`src/rtl/operand_a_if.sv`:
```
// Operand-A stage bundle: DOF request side, EX/WB bypass sources, and the registered operand to EX.
// The stage module uses the slave modport and the requester/bench uses master.
interface operand_a_if #(
    parameter int WIDTH = 32,
    parameter int AW    = 5,
    parameter int CNT_W = 16
);
    logic             in_valid;
    logic             in_ready;
    logic [AW-1:0]    A_addr;
    logic [WIDTH-1:0] A_data;
    logic [WIDTH-1:0] PC_1;
    logic             MA;
    logic             ex_wr_en;
    logic [AW-1:0]    ex_wr_addr;
    logic [WIDTH-1:0] ex_result;
    logic             wb_wr_en;
    logic [AW-1:0]    wb_wr_addr;
    logic [WIDTH-1:0] wb_result;
    logic             flush;
    logic             out_valid;
    logic             out_ready;
    logic [WIDTH-1:0] out;
    logic [1:0]       out_src;
    logic [CNT_W-1:0] fwd_count;

    modport slave (
        input  in_valid, A_addr, A_data, PC_1, MA,
        input  ex_wr_en, ex_wr_addr, ex_result,
        input  wb_wr_en, wb_wr_addr, wb_result,
        input  flush, out_ready,
        output in_ready, out_valid, out, out_src, fwd_count
    );

    modport master (
        output in_valid, A_addr, A_data, PC_1, MA,
        output ex_wr_en, ex_wr_addr, ex_result,
        output wb_wr_en, wb_wr_addr, wb_result,
        output flush, out_ready,
        input  in_ready, out_valid, out, out_src, fwd_count
    );
endinterface

```
`src/rtl/operand_a_stage.sv`:
```
// Operand-A select (PC_1 / EX bypass / WB bypass / register) into a one-deep output register.
// EX/WB bypass and the forward-event counter exist only when OPA_FWD_EN is defined.
module operand_a_stage #(
    parameter int WIDTH = 32,
    parameter int AW    = 5,
    parameter int CNT_W = 16
) (
    input  logic        clk,
    input  logic        rst_n,
    operand_a_if.slave  bus
);
    // state    | meaning
    // ST_EMPTY | no operand held, out_valid=0
    // ST_FULL  | operand presented to EX, out_valid=1
    typedef enum logic {
        ST_EMPTY = 1'b0,
        ST_FULL  = 1'b1
    } state_t;

    state_t           state_q;
    state_t           state_d;
    logic             accept;
    logic             load;
    logic [WIDTH-1:0] sel_data;
    logic [1:0]       sel_src;
    logic [WIDTH-1:0] out_q;
    logic [1:0]       src_q;
    logic [CNT_W-1:0] cnt_q;

    assign bus.in_ready = (state_q == ST_EMPTY) | bus.out_ready;
    assign accept       = bus.in_valid & bus.in_ready;
    // a same-cycle flush drops the request entirely, including its counter event
    assign load         = accept & ~bus.flush;

    always_ff @(posedge clk or negedge rst_n) begin
        if (!rst_n) begin
            state_q <= ST_EMPTY;
        end else begin
            state_q <= state_d;
        end
    end

    always_comb begin
        state_d = state_q;
        if (bus.flush) begin
            state_d = ST_EMPTY;
        end else if (accept) begin
            state_d = ST_FULL;
        end else if (bus.out_ready) begin
            state_d = ST_EMPTY;
        end
    end

`ifdef OPA_FWD_EN
    logic ex_hit;
    logic wb_hit;

    // r0 is hard-wired zero, so a write to it must never be bypassed
    assign ex_hit = bus.ex_wr_en && (bus.ex_wr_addr == bus.A_addr) && (bus.A_addr != '0);
    assign wb_hit = bus.wb_wr_en && (bus.wb_wr_addr == bus.A_addr) && (bus.A_addr != '0);

    always_comb begin
        sel_data = bus.A_data;
        sel_src  = 2'd0;
        if (bus.MA) begin
            sel_data = bus.PC_1;
            sel_src  = 2'd1;
        end else if (ex_hit) begin
            sel_data = bus.ex_result;
            sel_src  = 2'd2;
        end else if (wb_hit) begin
            sel_data = bus.wb_result;
            sel_src  = 2'd3;
        end
    end

    always_ff @(posedge clk or negedge rst_n) begin
        if (!rst_n) begin
            cnt_q <= '0;
        end else if (load && sel_src[1] && (cnt_q != '1)) begin
            cnt_q <= cnt_q + CNT_W'(1);
        end
    end
`else
    logic unused_fwd;

    assign unused_fwd = ^{bus.ex_wr_en, bus.ex_wr_addr, bus.ex_result,
                          bus.wb_wr_en, bus.wb_wr_addr, bus.wb_result, bus.A_addr};

    always_comb begin
        sel_data = bus.A_data;
        sel_src  = 2'd0;
        if (bus.MA) begin
            sel_data = bus.PC_1;
            sel_src  = 2'd1;
        end
    end

    assign cnt_q = '0;
`endif

    // operand data is only written on a real load; drain and flush leave it intact
    always_ff @(posedge clk or negedge rst_n) begin
        if (!rst_n) begin
            out_q <= '0;
            src_q <= 2'd0;
        end else if (load) begin
            out_q <= sel_data;
            src_q <= sel_src;
        end
    end

    assign bus.out_valid = (state_q == ST_FULL);
    assign bus.out       = out_q;
    assign bus.out_src   = src_q;
    assign bus.fwd_count = cnt_q;
endmodule

```
`src/flat_wrapper.sv`:
```
// flat-port wrapper written by rule: the top's interface ports become plain ports
module operand_a_stage_flat 
#(
    parameter int WIDTH = 32,
    parameter int AW    = 5,
    parameter int CNT_W = 16
)
  (clk, rst_n, bus_in_valid, bus_A_addr, bus_A_data, bus_PC_1, bus_MA, bus_ex_wr_en, bus_ex_wr_addr, bus_ex_result, bus_wb_wr_en, bus_wb_wr_addr, bus_wb_result, bus_flush, bus_out_ready, bus_in_ready, bus_out_valid, bus_out, bus_out_src, bus_fwd_count);
  operand_a_if #(.WIDTH(WIDTH), .AW(AW), .CNT_W(CNT_W)) bus_i ();
  input  logic clk;
  input  logic rst_n;
  input wire logic [$bits(bus_i.in_valid)-1:0] bus_in_valid;
  input wire logic [$bits(bus_i.A_addr)-1:0] bus_A_addr;
  input wire logic [$bits(bus_i.A_data)-1:0] bus_A_data;
  input wire logic [$bits(bus_i.PC_1)-1:0] bus_PC_1;
  input wire logic [$bits(bus_i.MA)-1:0] bus_MA;
  input wire logic [$bits(bus_i.ex_wr_en)-1:0] bus_ex_wr_en;
  input wire logic [$bits(bus_i.ex_wr_addr)-1:0] bus_ex_wr_addr;
  input wire logic [$bits(bus_i.ex_result)-1:0] bus_ex_result;
  input wire logic [$bits(bus_i.wb_wr_en)-1:0] bus_wb_wr_en;
  input wire logic [$bits(bus_i.wb_wr_addr)-1:0] bus_wb_wr_addr;
  input wire logic [$bits(bus_i.wb_result)-1:0] bus_wb_result;
  input wire logic [$bits(bus_i.flush)-1:0] bus_flush;
  input wire logic [$bits(bus_i.out_ready)-1:0] bus_out_ready;
  output wire logic [$bits(bus_i.in_ready)-1:0] bus_in_ready;
  output wire logic [$bits(bus_i.out_valid)-1:0] bus_out_valid;
  output wire logic [$bits(bus_i.out)-1:0] bus_out;
  output wire logic [$bits(bus_i.out_src)-1:0] bus_out_src;
  output wire logic [$bits(bus_i.fwd_count)-1:0] bus_fwd_count;
  assign bus_i.in_valid = bus_in_valid;
  assign bus_i.A_addr = bus_A_addr;
  assign bus_i.A_data = bus_A_data;
  assign bus_i.PC_1 = bus_PC_1;
  assign bus_i.MA = bus_MA;
  assign bus_i.ex_wr_en = bus_ex_wr_en;
  assign bus_i.ex_wr_addr = bus_ex_wr_addr;
  assign bus_i.ex_result = bus_ex_result;
  assign bus_i.wb_wr_en = bus_wb_wr_en;
  assign bus_i.wb_wr_addr = bus_wb_wr_addr;
  assign bus_i.wb_result = bus_wb_result;
  assign bus_i.flush = bus_flush;
  assign bus_i.out_ready = bus_out_ready;
  assign bus_in_ready = bus_i.in_ready;
  assign bus_out_valid = bus_i.out_valid;
  assign bus_out = bus_i.out;
  assign bus_out_src = bus_i.out_src;
  assign bus_fwd_count = bus_i.fwd_count;
  operand_a_stage #(.WIDTH(WIDTH), .AW(AW), .CNT_W(CNT_W)) u_core (.clk(clk), .rst_n(rst_n), .bus(bus_i));
endmodule
```
`config.mk`:
```
export PLATFORM = sky130hd
export DESIGN_NAME = operand_a_stage_flat
export DESIGN_NICKNAME = d
export VERILOG_FILES = /design/src/rtl/operand_a_if.sv /design/src/rtl/operand_a_stage.sv /design/src/flat_wrapper.sv
export SDC_FILE = /design/constraint.sdc
export NUM_CORES = 1
export LEC_CHECK = 0
export BUFFER_PORTS_ARGS = -buffer_cell sky130_fd_sc_hd__buf_2
export CAP_MARGIN = 20
export CELL_PAD_IN_SITES_DETAIL_PLACEMENT = 1
export CELL_PAD_IN_SITES_GLOBAL_PLACEMENT = 1
export CORE_UTILIZATION = 23
export DETAILED_ROUTE_END_ITERATION = 8
export PLACE_DENSITY = 0.86
export SLEW_MARGIN = 10
export SYNTH_ARGS = -nofsm -noshare
export SYNTH_HDL_FRONTEND = slang
export SYNTH_SLANG_ARGS = --single-unit
```
`constraint.sdc`:
```
create_clock -name clk -period 1.7 [get_ports clk]
set_input_delay 0.085 -clock clk [delete_from_list [all_inputs] [get_ports clk]]
set_output_delay 0.085 -clock clk [all_outputs]
set_load 0.02 [all_outputs]
```
Word level (Yosys, flattened, before mapping):

Cells that the tools add are included.

* output and inout port bits: 52
* input port bits: 151
* flip-flop bits (word level): 35

* bitwise operators: 5
* mux-type cells: 5
* reductions and logical operators: 1

Operators by type and width (count)
* two-way mux 32 bit: 1
* two-way mux 1 bit: 4
* nonzero test 3 bit: 1
* bitwise AND 1 bit: 2
* NOT 1 bit: 2
* bitwise OR 1 bit: 1

Depth between registers and ports, before layout:

Gate-level depths: netlist of the first run.

* depth after elaboration: 5
* gate-level depth with buffers: 4
* mapped depth without buffers: 3

Least setup slack after synthesis of the first run:

OpenSTA, ideal clock, no wires.

* path kind: register to register
* start point: reg u_core.state_q (netlist: u_core.bus.out_valid)
* end point: reg u_core.out_q[0] (netlist: u_core.bus.out[0])
* buffers on the path: 1
* library setup time: 0.125 ns
* stages on the path, launching flop included: 5
* setup slack: 0.161 ns
* arrival time: 1.414 ns
* data required time: 1.575 ns
* period minus slack after synthesis: 1.539 ns
* cells stage by stage: dfrtp_1 -> nor2b_4 -> nor3b_4 -> buf_6 -> mux2_2

* cells in the longest elaborated chain, start to end: 4

RTL lines
* from (decl): RTL line operand_a_stage.sv:20 `state_t state_q;`
* from (signal assigned): RTL line operand_a_stage.sv:39 `state_q <= state_d;`
* NOT 1 bit: RTL line operand_a_stage.sv:30 `assign bus.in_ready = (state_q == ST_EMPTY) | bus.out_ready;`
* bitwise OR 1 bit: RTL line operand_a_stage.sv:30
* bitwise AND 1 bit: RTL line operand_a_stage.sv:31 `assign accept = bus.in_valid & bus.in_ready;`
* bitwise AND 1 bit: RTL line operand_a_stage.sv:33 `assign load = accept & ~bus.flush;`
* to (signal assigned): RTL line operand_a_stage.sv:108 `out_q <= sel_data;`
* to (decl): RTL line operand_a_stage.sv:26 `logic [WIDTH-1:0] out_q;`

No other way between the ends.
A chain may end at the register's enable or synchronous reset.

Worst setup path in the final report of the first run:

* start point: reg u_core.state_q (netlist: u_core.bus.out_valid)
* end point: reg u_core.out_q[13] (netlist: u_core.bus.out[13])

Same word-level chain as after synthesis.

==> impl_results.md, run 1 <==
* Status: complete, no violations
* TritonCTS clock tree: done
* Most frequent cells in the layout: buf_2, mux2_2, dfrtp_1, conb_1, clkbuf_8
* Setup tns final at 0 ps
* # setup viols final at 0
* Hold crit path type: input port to register
* Final hold vios at 0
* Synth area leaders: dfrtp_1, mux2_2, buf_4
* Gr usage total at 10.0%
* Synth top area share at 46.5%
* Hpwl dp at 3.18 mm
* Delay-heaviest family, CP: flip-flops
* Startpoint Class: register
* Critical path data required time at 1860 ps
* CORE AREA at 7730 sq um
* Die Ht at 91.2 microns
* Routed Antenna Nets at 0
* Syn. warnings at 0
* Non-filler cells, final at 339
* RSZ-0062 raised after global routing: false
* H-tree levels at 2
* Largest stage delay on the critical path at 380 ps
* R2r startpoint: u_core.bus.out_valid$_DFFE_PN0P_
* Reg clk slew, reported paths at 70 ps
* Post-CTS Repair Setup Buffers at 0
* Unique masters post-synth at 10
* Flops & latches, synth at 34
* Reg2Reg Setup Slack at 230 ps
* Synth area leader: dfrtp_1
* Synthesized area at 1830 sq um
* GP Congestion at 0.644
* Number of I/O port buffers at 104
* CP max stage cell: dfrtp_1
* Peak VDD IR at 0.408 mV
* CP Data Arrival Time at 1630 ps
* Initial core utilization at 23.7%
* Crit path kind: register to register
* Hold path startpoint: bus_in_valid
* Max-cap violations at 0
* Register-to-Register Path Depth at 4
* Slew Limit Fails at 0
* Layout cells sized above 1 at 75.9%
* Tot Pwr at 2.42 mW
* CTS buffer count at 5
* Synth Area per Inst at 14.2 sq um
* Clock sink count at 34
* Leakage power at 1.21 nW
* Gate Count Post-Synth at 129
* Max Fanout on Critical Path at 33
* Via density at 4.04
* Final WL at 4.13 mm
* Hold path depth at 3
* Crit share post-route at 86.5%
* Root Buffer: clkbuf_8
* Worst-Skew Late Latency at 280 ps
* Register area share after synthesis at 46.5%
* CP bufs+invs at 1
* Crit path time final at 1470 ps
* WL/cell at 12.2 microns
* Initial antenna violation count at 0
* DRT Pass-1 Iters at 4
* Worst Clk Skew at 6.16 ps
* I/O pins at 203
* Gr ovfl total at 0
* CP Capture Type: register
* Largest net degree at the start of global routing at 35
* Core Rows at 32
* Die W at 91.2 microns
* Power Dens Cells at 970 nW/um^2
* Final Net Count at 387
* Initial DRC Count at 12
* Placed Instances at 329
* Global-route wire length before repair at 6.64 mm
* Number of global-route vias before repair at 1448
* DR vias at 1370
* Max_slew headroom at 48.4%
* Remaining DRCs at 0
* Most common cell after layout, fill and taps aside: buf_2
* CP Cell Sequence: nor2b_4 > nor3b_4 > buf_12 > mux2_2
* N_diodes at 0
* Worst R2R End: u_core.bus.out[13]$_DFFE_PN0P_
* Die footprint at 8320 sq um
* Top achievable clock speed at 680 MHz
* Area Overhead vs Synth at 36.0%
* Worst-case clock buffer depth at 2
* Hold Path Sink: u_core.bus.out_valid$_DFFE_PN0P_
* Slew @ Worst Pin at 774 ps
## cells in the mapped netlist
library cell and n:
nor2_1 2, nor2b_4 1, buf_6 6, buf_4 17, mux2_2 65, conb_1 1
dfrtp_1 34, nor3b_4 1, inv_1 1, buf_2 1
## worst max path at each step
stage | from | end | slack, ps | cells after the start
finish | u_core.bus.out_valid$_DFFE_PN0P_ | u_core.bus.out[13]$_DFFE_PN0P_ | 230 | 4
global route | u_core.bus.out_valid$_DFFE_PN0P_ | u_core.bus.out[31]$_DFFE_PN0P_ | 170 | 4
CTS | u_core.bus.out_valid$_DFFE_PN0P_ | u_core.bus.out[4]$_DFFE_PN0P_ | 230 | 4
detailed placement | u_core.bus.out_valid$_DFFE_PN0P_ | u_core.bus.out[4]$_DFFE_PN0P_ | 240 | 4
global placement | u_core.bus.out_valid$_DFFE_PN0P_ | u_core.bus.out[13]$_DFFE_PN0P_ | 270 | 4
floorplan | u_core.bus.out_valid$_DFFE_PN0P_ | u_core.bus.out[0]$_DFFE_PN0P_ | 160 | 4
## tightest hold or removal path, delay by kind of cell
kind                   cells  cell delay [ps]
buffers and inverters      1               90
and+or+nand+nor            2              120
## flip-flops by register name, summed over array words and instances, names as in the netlist
| name | flops |
|---|---|
| u_core.bus.out | 32 |
| u_core.bus.out_src | 1 |
| u_core.bus.out_valid | 1 |
## where the power goes
group	switching [mW]	internal (mW)	leakage [nW]
sequential	0.0715	0.963	0.401
clock	0.282	0.327	0.0482
combinational	0.420	0.353	0.758
total	0.773	1.64	1.21
## layout make-up
class	count	area, sq um
Sequential cell	34	851
Multi-Input combinational cell	86	836
Timing Repair Buffer	108	581
Clock inverter	1	5.00
Clock buffer	7	86.3
Fill cell	901	5240
Inverter	1	3.75
Tap cell	102	128
## routing by layer
metal  vias to the layer above  GRT usage [%]  part of all wire [%]
li1                        634              -                     -
met1                       662           10.7                    37
met5                         -              0                     0
met3                         5           2.68                   6.6
met4                         0           3.97                   1.3
met2                        69           18.8                    55
## per-stage QoR
step                util, %  hold WS [ps]  worst slack [ps]  cell area [sq um]
finish                 32.2          60.8               230               2490
global route           32.2          76.4               170               2490
CTS                    32.2          48.9               228               2490
detailed placement     30.8           207               237               2380
global placement       30.8           202               273               2380
floorplan                 -          -211               161               1890
## cells by family (layout without fill, tap and decap cells)
kind of cell / after synthesis / count (layout) / share of synthesized area, %
and+or+nand+nor: 4 / 4 / 2.19
other: 1 / 17 / 0.205
buffers and inverters: 25 / 117 / 11.1
muxes: 65 / 65 / 40.0
DFF: 34 / 34 / 46.5
## timing repair
item | CTS | global route
resized for setup | 0 | 0
hold buffers | 2 | 0
hold endpoints to repair | 35 | 0
(Power assumes the default switching activity.)
==> inputs of run 2 (changes only) <==
- BUFFER_PORTS_ARGS: -buffer_cell sky130_fd_sc_hd__buf_2 -> not set
- CORE_AREA: not set -> 2 2 79 81
- CORE_UTILIZATION: 23 -> not set
- DIE_AREA: not set -> 0 0 81 83
- DONT_BUFFER_PORTS: not set -> 1
- PLACE_DENSITY: 0.86 -> 0.67
==> run 2 against run 1 <==
Against the previous run:
- non-clock buffer count decreased by 100
- flip-flop and latch count unchanged
- wire length decreased by 17%
- clock-buffer cell count decreased by 1
- critical endpoint is now u_core.bus.out[18]$_DFFE_PN0P_
- register-to-register slack barely moved
- clock power fell by 7.7%
- highest routed layer unchanged
- critical path type unchanged
==> impl_results.md, run 2 (same netlist as run 1, synthesis figures left out) <==
* I/O pins at 203 (unchanged)
* DR vias at 973 (-29%)
* Largest stage delay on the critical path at 380 ps (about the same)
* Global-route wire length before repair at 5.35 mm (-19%)
* CP bufs+invs at 1 (unchanged)
* Power Dens Cells at 1100 nW/um^2 (+13%)
* Gr usage total at 10.4% (+0.32 points)
* CP Data Arrival Time at 1610 ps (-20 ps)
* Final WS setup at 239 ps (+8.71 ps)
* DRT Pass-1 Iters at 2 (-2)
* Hpwl dp at 2.75 mm (-13%)
* Max Fanout on Critical Path at 10 (-70%)
* Gr ovfl total at 0 (unchanged)
* Worst-Skew Late Latency at 270 ps (about the same)
* Final WL at 3.45 mm (-17%)
* Final Net Count at 287 (-26%)
* Leakage power at 0.810 nW (-33%)
* Layout cells sized above 1 at 57.0% (-19 points)
* Remaining DRCs at 0 (unchanged)
* Post-route cell area at 1960 sq um (-21%)
* Top achievable clock speed at 684 MHz (+0.60%)
* Slew Limit Fails at 0 (unchanged)
* Critical path data required time at 1850 ps (about the same)
* Crit path time final at 1460 ps (-8.71 ps)
* Core Rows at 28 (-13%)
* Post_cts resized at 0 (unchanged)
* Via density at 4.63 (+15%)
* H-tree levels at 2 (unchanged)
* Worst-case clock buffer depth at 2 (unchanged)
* Die footprint at 6720 sq um (-19%)
* WL/cell at 16.4 microns (+35%)
* Number of global-route vias before repair at 1111 (-23%)
* Fillers at 628 (-30%)
* CTS buffer count at 5 (unchanged)
* CP Cell Sequence: nor2b_4 > nor3b_4 > buf_4 > mux2_2
* Final hold vios at 0 (unchanged)
* Die Ht at 83 microns (-9.0%)
* Initial DRC Count at 6 (-6)
* Placed cell area at 1820 sq um (-24%)
* Delay-heaviest family, CP: flip-flops
* N_diodes at 0 (unchanged)
* Area Overhead vs Synth at 7.18%
* Max FFs per register at 32 (unchanged)
* Most frequent cells in the layout: mux2_2, dfrtp_1, conb_1, clkbuf_8, dlygate4sd3_1
* GP Congestion at 0.617 (-4.2%)
* Initial antenna violation count at 0 (unchanged)
* Die W at 81 microns (-11%)
* CP max stage cell: dfrtp_1
* CP Capture Type: register
* Max-cap violations at 0 (unchanged)
* RSZ-0062 raised after global routing: false
* Initial core utilization at 31.5% (+7.8 points)
* Number of I/O port buffers at 0 (-100%)
* Clock sink count at 34 (unchanged)
* Status: complete, no violations
* Dpl ws at 219 ps (-17.9 ps)
* Largest net degree at the start of global routing at 35 (unchanged)
* Reg clk slew, reported paths at 60 ps (about the same)
* Hold crit path type: input port to register
* Routed Antenna Nets at 0 (unchanged)
* Crit share post-route at 86.0% (-0.51 points)
* Most common cell after layout, fill and taps aside: mux2_2
* Final Util at 33.7% (+1.5 points)
* TritonCTS clock tree: done
* Setup tns final at 0 ps (unchanged)
* # setup viols final at 0 (unchanged)
* Startpoint Class: register
* Peak VDD IR at 0.295 mV (-28%)
* Worst Clk Skew at 3.47 ps (-2.69 ps)
* Root Buffer: clkbuf_8
* CORE AREA at 5820 sq um (-25%)
* Crit path kind: register to register
[run 2: report_power, final]
part / internal [mW] / leakage, nW / switching [mW] / total, mW
logic: 0.201 / 0.366 / 0.127 / 0.328
clock network: 0.312 / 0.0431 / 0.250 / 0.562
registers: 0.964 / 0.401 / 0.300 / 1.26
total: 1.48 / 0.810 / 0.677 / 2.15
[run 2: timing repair]
item / in CTS / in global routing
hold buffers: 5 / 0
endpoints found under the hold margin: 36 / 0
setup buffers: 0 / 0
[run 2: worst paths after layout]
| path | start | endpoint | cells after the start | slack, ps |
|---|---|---|---|---|
| min reg2reg | u_core.bus.out[13]$_DFFE_PN0P_ | u_core.bus.out[13]$_DFFE_PN0P_ | 1 | 670 |
| max in group asynchronous | rst_n | u_core.bus.out[15]$_DFFE_PN0P_ | 2 | 1260 |
| min in group asynchronous | rst_n | u_core.bus.out[3]$_DFFE_PN0P_ | 2 | 260 |
| max | u_core.bus.out_valid$_DFFE_PN0P_ | u_core.bus.out[18]$_DFFE_PN0P_ | 4 | 240 |
| min | bus_A_data[22] | u_core.bus.out[22]$_DFFE_PN0P_ | 2 | 90 |
| max reg2reg | u_core.bus.out_valid$_DFFE_PN0P_ | u_core.bus.out[18]$_DFFE_PN0P_ | 4 | 240 |
[run 2: layout make-up]
class | instances | area [sq um] | area share, %
sequential | 34 | 851 | 43.4
inverter | 1 | 3.75 | 0.191
multi-input combinational | 86 | 836 | 42.6
clock buffer | 6 | 82.6 | 4.21
timing repair buffer | 8 | 95.1 | 4.85
tap | 75 | 93.8 | 4.78
[run 2: layer usage]
metal	global-route usage (%)	share of wire [%]
met2	19.1	55
met5	0	0
met3	4.67	11
met4	3.70	1.3
met1	9.82	33
[run 2: through the flow]
stage	power, mW	std cells	hold WS, ps
after floorplan	1.56	145	-211
after global placement	1.56	199	-210
after detailed placement	1.59	199	-209
after CTS	2.21	210	71.7
after global routing	2.28	210	71.6
final	2.15	210	87.6
==> inputs of run 3 (changes only) <==
- ABC_AREA: not set -> 1
- CORE_AREA: 2 2 79 81 -> not set
- CORE_UTILIZATION: not set -> 34
- DIE_AREA: 0 0 81 83 -> not set
- PLACE_DENSITY: 0.67 -> 0.77
- clock period: 1.7 -> 1.4 ns (I/O delays scaled with it)
==> run 3 against run 2 <==
Against the previous run:
- power up 19%
- synthesized cell count grew 110%
- flip-flop and latch count is the same
- sequential share of layout area down 2.5 points
- setup slack worse by 170 ps
- wire length is 46% higher
- global-route usage increased by 5.8 points
- cell area is 6.2% higher
- sequential power increased by 14%
- via count rose by 68%
- largest cell class unchanged
- largest power group unchanged
- highest routed layer unchanged
==> impl_results.md, run 3 <==
* Global-route wire length before repair at 7.53 mm (+41%)
* Max-cap violations at 0 (unchanged)
* Unique masters post-synth at 14 (+4)
* Die Ht at 78.1 microns (-6.0%)
* Initial DRC Count at 30 (+24)
* CORE AREA at 5540 sq um (-4.7%)
* CTS buffer count at 5 (unchanged)
* Worst Clk Skew at 5.68 ps (+2.21 ps)
* Post-synth EDFFs at 0 (unchanged)
* Synth top area share at 43.3% (-3.2 points)
* Setup tns final at 0 ps (unchanged)
* Die footprint at 6090 sq um (-9.4%)
* Register area share after synthesis at 43.3% (-3.2 points)
* CP Launch Point: u_core.bus.out_valid$_DFFE_PN0P_
* Most numerous cell in the Yosys netlist: nand2_1
* # setup viols final at 0 (unchanged)
* Post-CTS Repair Setup Buffers at 0 (unchanged)
* Hold Slack at 6.29 ps (-81.3 ps)
* Reg area at 851 sq um (unchanged)
* Top post-synthesis cells by count: nand2_1, inv_1, dfrtp_1
* Core Rows at 27 (-3.6%)
* Delay-heaviest family, CP: buffers and inverters
* Number of global-route vias before repair at 1517 (+37%)
* Root Buffer: clkbuf_8
* Worst-Skew Late Latency at 280 ps (about the same)
* Synth area leaders: dfrtp_1, nand2_1, o21ai_0
* CP Data Arrival Time at 1500 ps (-110 ps)
* CP Cell Sequence: nand2_2 > o21ai_1 > dlygate4sd3_1
* Power Dens Cells at 1230 nW/um^2 (+12%)
* Final hold vios at 0 (unchanged)
* Layout cells sized above 1 at 7.91% (-49 points)
* Via density at 4.66 (+0.51%)
* Crit path kind: register to register
* DR vias at 1630 (+68%)
* Critical path data required time at 1560 ps (-290 ps)
* Largest stage delay on the critical path at 550 ps (+170 ps)
* Placed Instances at 332 (+67%)
* Peak VDD IR at 0.363 mV (+23%)
* Top Metal Used: met4
* GP Congestion at 0.689 (+12%)
* Async SR Flop Fraction at 100% (unchanged)
* Area Overhead vs Synth at 5.92%
* Max_slew headroom at 51.8%
* Crit share post-route at 95.3% (+9.3 points)
* Gr ovfl total at 0 (unchanged)
* Synth Area per Inst at 7.26 sq um (-49%)
* Gr usage total at 16.1% (+5.8 points)
* N_diodes at 0 (unchanged)
* Final Net Count at 428 (+49%)
* Synth area leader: dfrtp_1
* Placed cell area at 1870 sq um (+3.0%)
* RSZ-0062 raised after global routing: false
* Largest net degree at the start of global routing at 45 (+29%)
* Gate Count Post-Synth at 271 (+110%)
* Synthesized area at 1970 sq um (+7.5%)
* Most common cell after layout, fill and taps aside: nand2_1
* Slew Limit Fails at 0 (unchanged)
* Max Fanout on Critical Path at 4 (-6)
* Final WL at 5.03 mm (+46%)
* Hpwl dp at 3.01 mm (+9.4%)
* Fillers at 718 (+14%)
* Crit path time final at 1330 ps (-127 ps)
* Initial antenna violation count at 0 (unchanged)
* Hold crit path type: input port to register
* Final WS setup at 65.9 ps (-173 ps)
* Tot Pwr at 2.57 mW (+19%)
* Leakage power at 1.20 nW (+48%)
* Initial core utilization at 35.5% (+4.0 points)
* Worst-case clock buffer depth at 2 (unchanged)
* TritonCTS clock tree: done
* R2r startpoint: u_core.bus.out_valid$_DFFE_PN0P_
* Flops & latches, synth at 34 (unchanged)
* Remaining DRCs at 0 (unchanged)
* H-tree levels at 2 (unchanged)
* Startpoint Class: register
* Non-filler cells, final at 350 (+67%)
* Number of I/O port buffers at 0 (unchanged)
* DRT Pass-1 Iters at 4 (+2)
* Area of the multi-input gates at 791 sq um (-5.4%)
* Most frequent cells in the layout: nand2_1, inv_1, dfrtp_1, o21ai_0, conb_1
* Die W at 78.1 microns (-3.6%)
* I/O pins at 203 (unchanged)
* WL/cell at 14.4 microns (-12%)
* Metal2 WL at 2.58 mm (+36%)
* Status: complete, no violations
* Max FFs per register at 32 (unchanged)
* Reg clk slew, reported paths at 70 ps (about the same)
* Top achievable clock speed at 750 MHz (+9.5%)
* Hold path startpoint: bus_MA
* Final Util at 37.6% (+3.9 points)
* CP bufs+invs at 1 (unchanged)
* Dpl ws at 37.8 ps (-182 ps)
* Clock sink count at 34 (unchanged)
* CP Capture Type: register
* Primary FF master, synth: dfrtp_1
* Routed wl met3 at 265 microns (-28%)
* Slew @ Worst Pin at 723 ps
* Syn. warnings at 0 (unchanged)
* Post-route cell area at 2080 sq um (+6.2%)
* CP max stage cell: dlygate4sd3_1
* Routed Antenna Nets at 0 (unchanged)
* Met1 WL at 2.10 mm (+85%)
-- run 3: changes by cell type in the layout (fill, tap and decap cells not counted), moves of 2 or more --
cell / delta
dlygate4sd3_1: +3
inv_1: +35
mux2_2: -65
nand2_1: +125
nand2_2: +7
nor2_4: +2
o21ai_0: +27
o21ai_1: +6
-- run 3: cell families after synthesis --
logic type	synth area share, %
AOI/OAI and AO/OA	8.40
buffers and inverters	20.4
and+or+nand+nor	27.7
DFF	43.3
other	0.191
-- run 3: area by class of cell --
| type | count | share of cell area (%) |
|---|---|---|
| sequential | 34 | 40.8 |
| clock buffer | 7 | 4.14 |
| timing repair buffer | 12 | 6.01 |
| multi-input combinational | 188 | 38.0 |
| clock inverter | 1 | 0.240 |
| tap | 72 | 4.32 |
| inverter | 36 | 6.49 |
-- run 3: worst paths after layout --
check	to	slack (ps)	cells after the start
max	u_core.bus.out_valid$_DFFE_PN0P_	70	3
min in group asynchronous	u_core.bus.out[30]$_DFFE_PN0P_	270	2
min	u_core.bus.out[0]$_DFFE_PN0P_	6	4
max reg2reg	u_core.bus.out_valid$_DFFE_PN0P_	70	3
max in group asynchronous	u_core.bus.out[8]$_DFFE_PN0P_	940	2
min reg2reg	u_core.bus.out[9]$_DFFE_PN0P_	620	2
-- run 3: repair_timing --
action / 4_1_cts / 5_1_grt
hold buffers: 9 / 0
resized for setup: 0 / 4
endpoints found under the setup margin: 0 / 33
endpoints found under the hold margin: 53 / 0
-- run 3: per-layer routing --
layer	track usage, %	vias up
li1	-	777
met1	18.9	781
met2	28.5	65
met3	3.95	7
met4	5.93	0
met5	0	-
-- run 3: worst reg2reg max path, cell delays in order (launching register included) --
cell and delay, ps:
dfrtp_1 400, nand2_2 180, o21ai_1 90, dlygate4sd3_1 550
-- run 3: where the power goes --
part | leakage, nW | internal [mW] | total [mW] | switching [mW]
clock network | 0.0482 | 0.397 | 0.740 | 0.343
registers | 0.426 | 1.13 | 1.44 | 0.308
logic | 0.729 | 0.139 | 0.387 | 0.248
total | 1.20 | 1.67 | 2.57 | 0.900
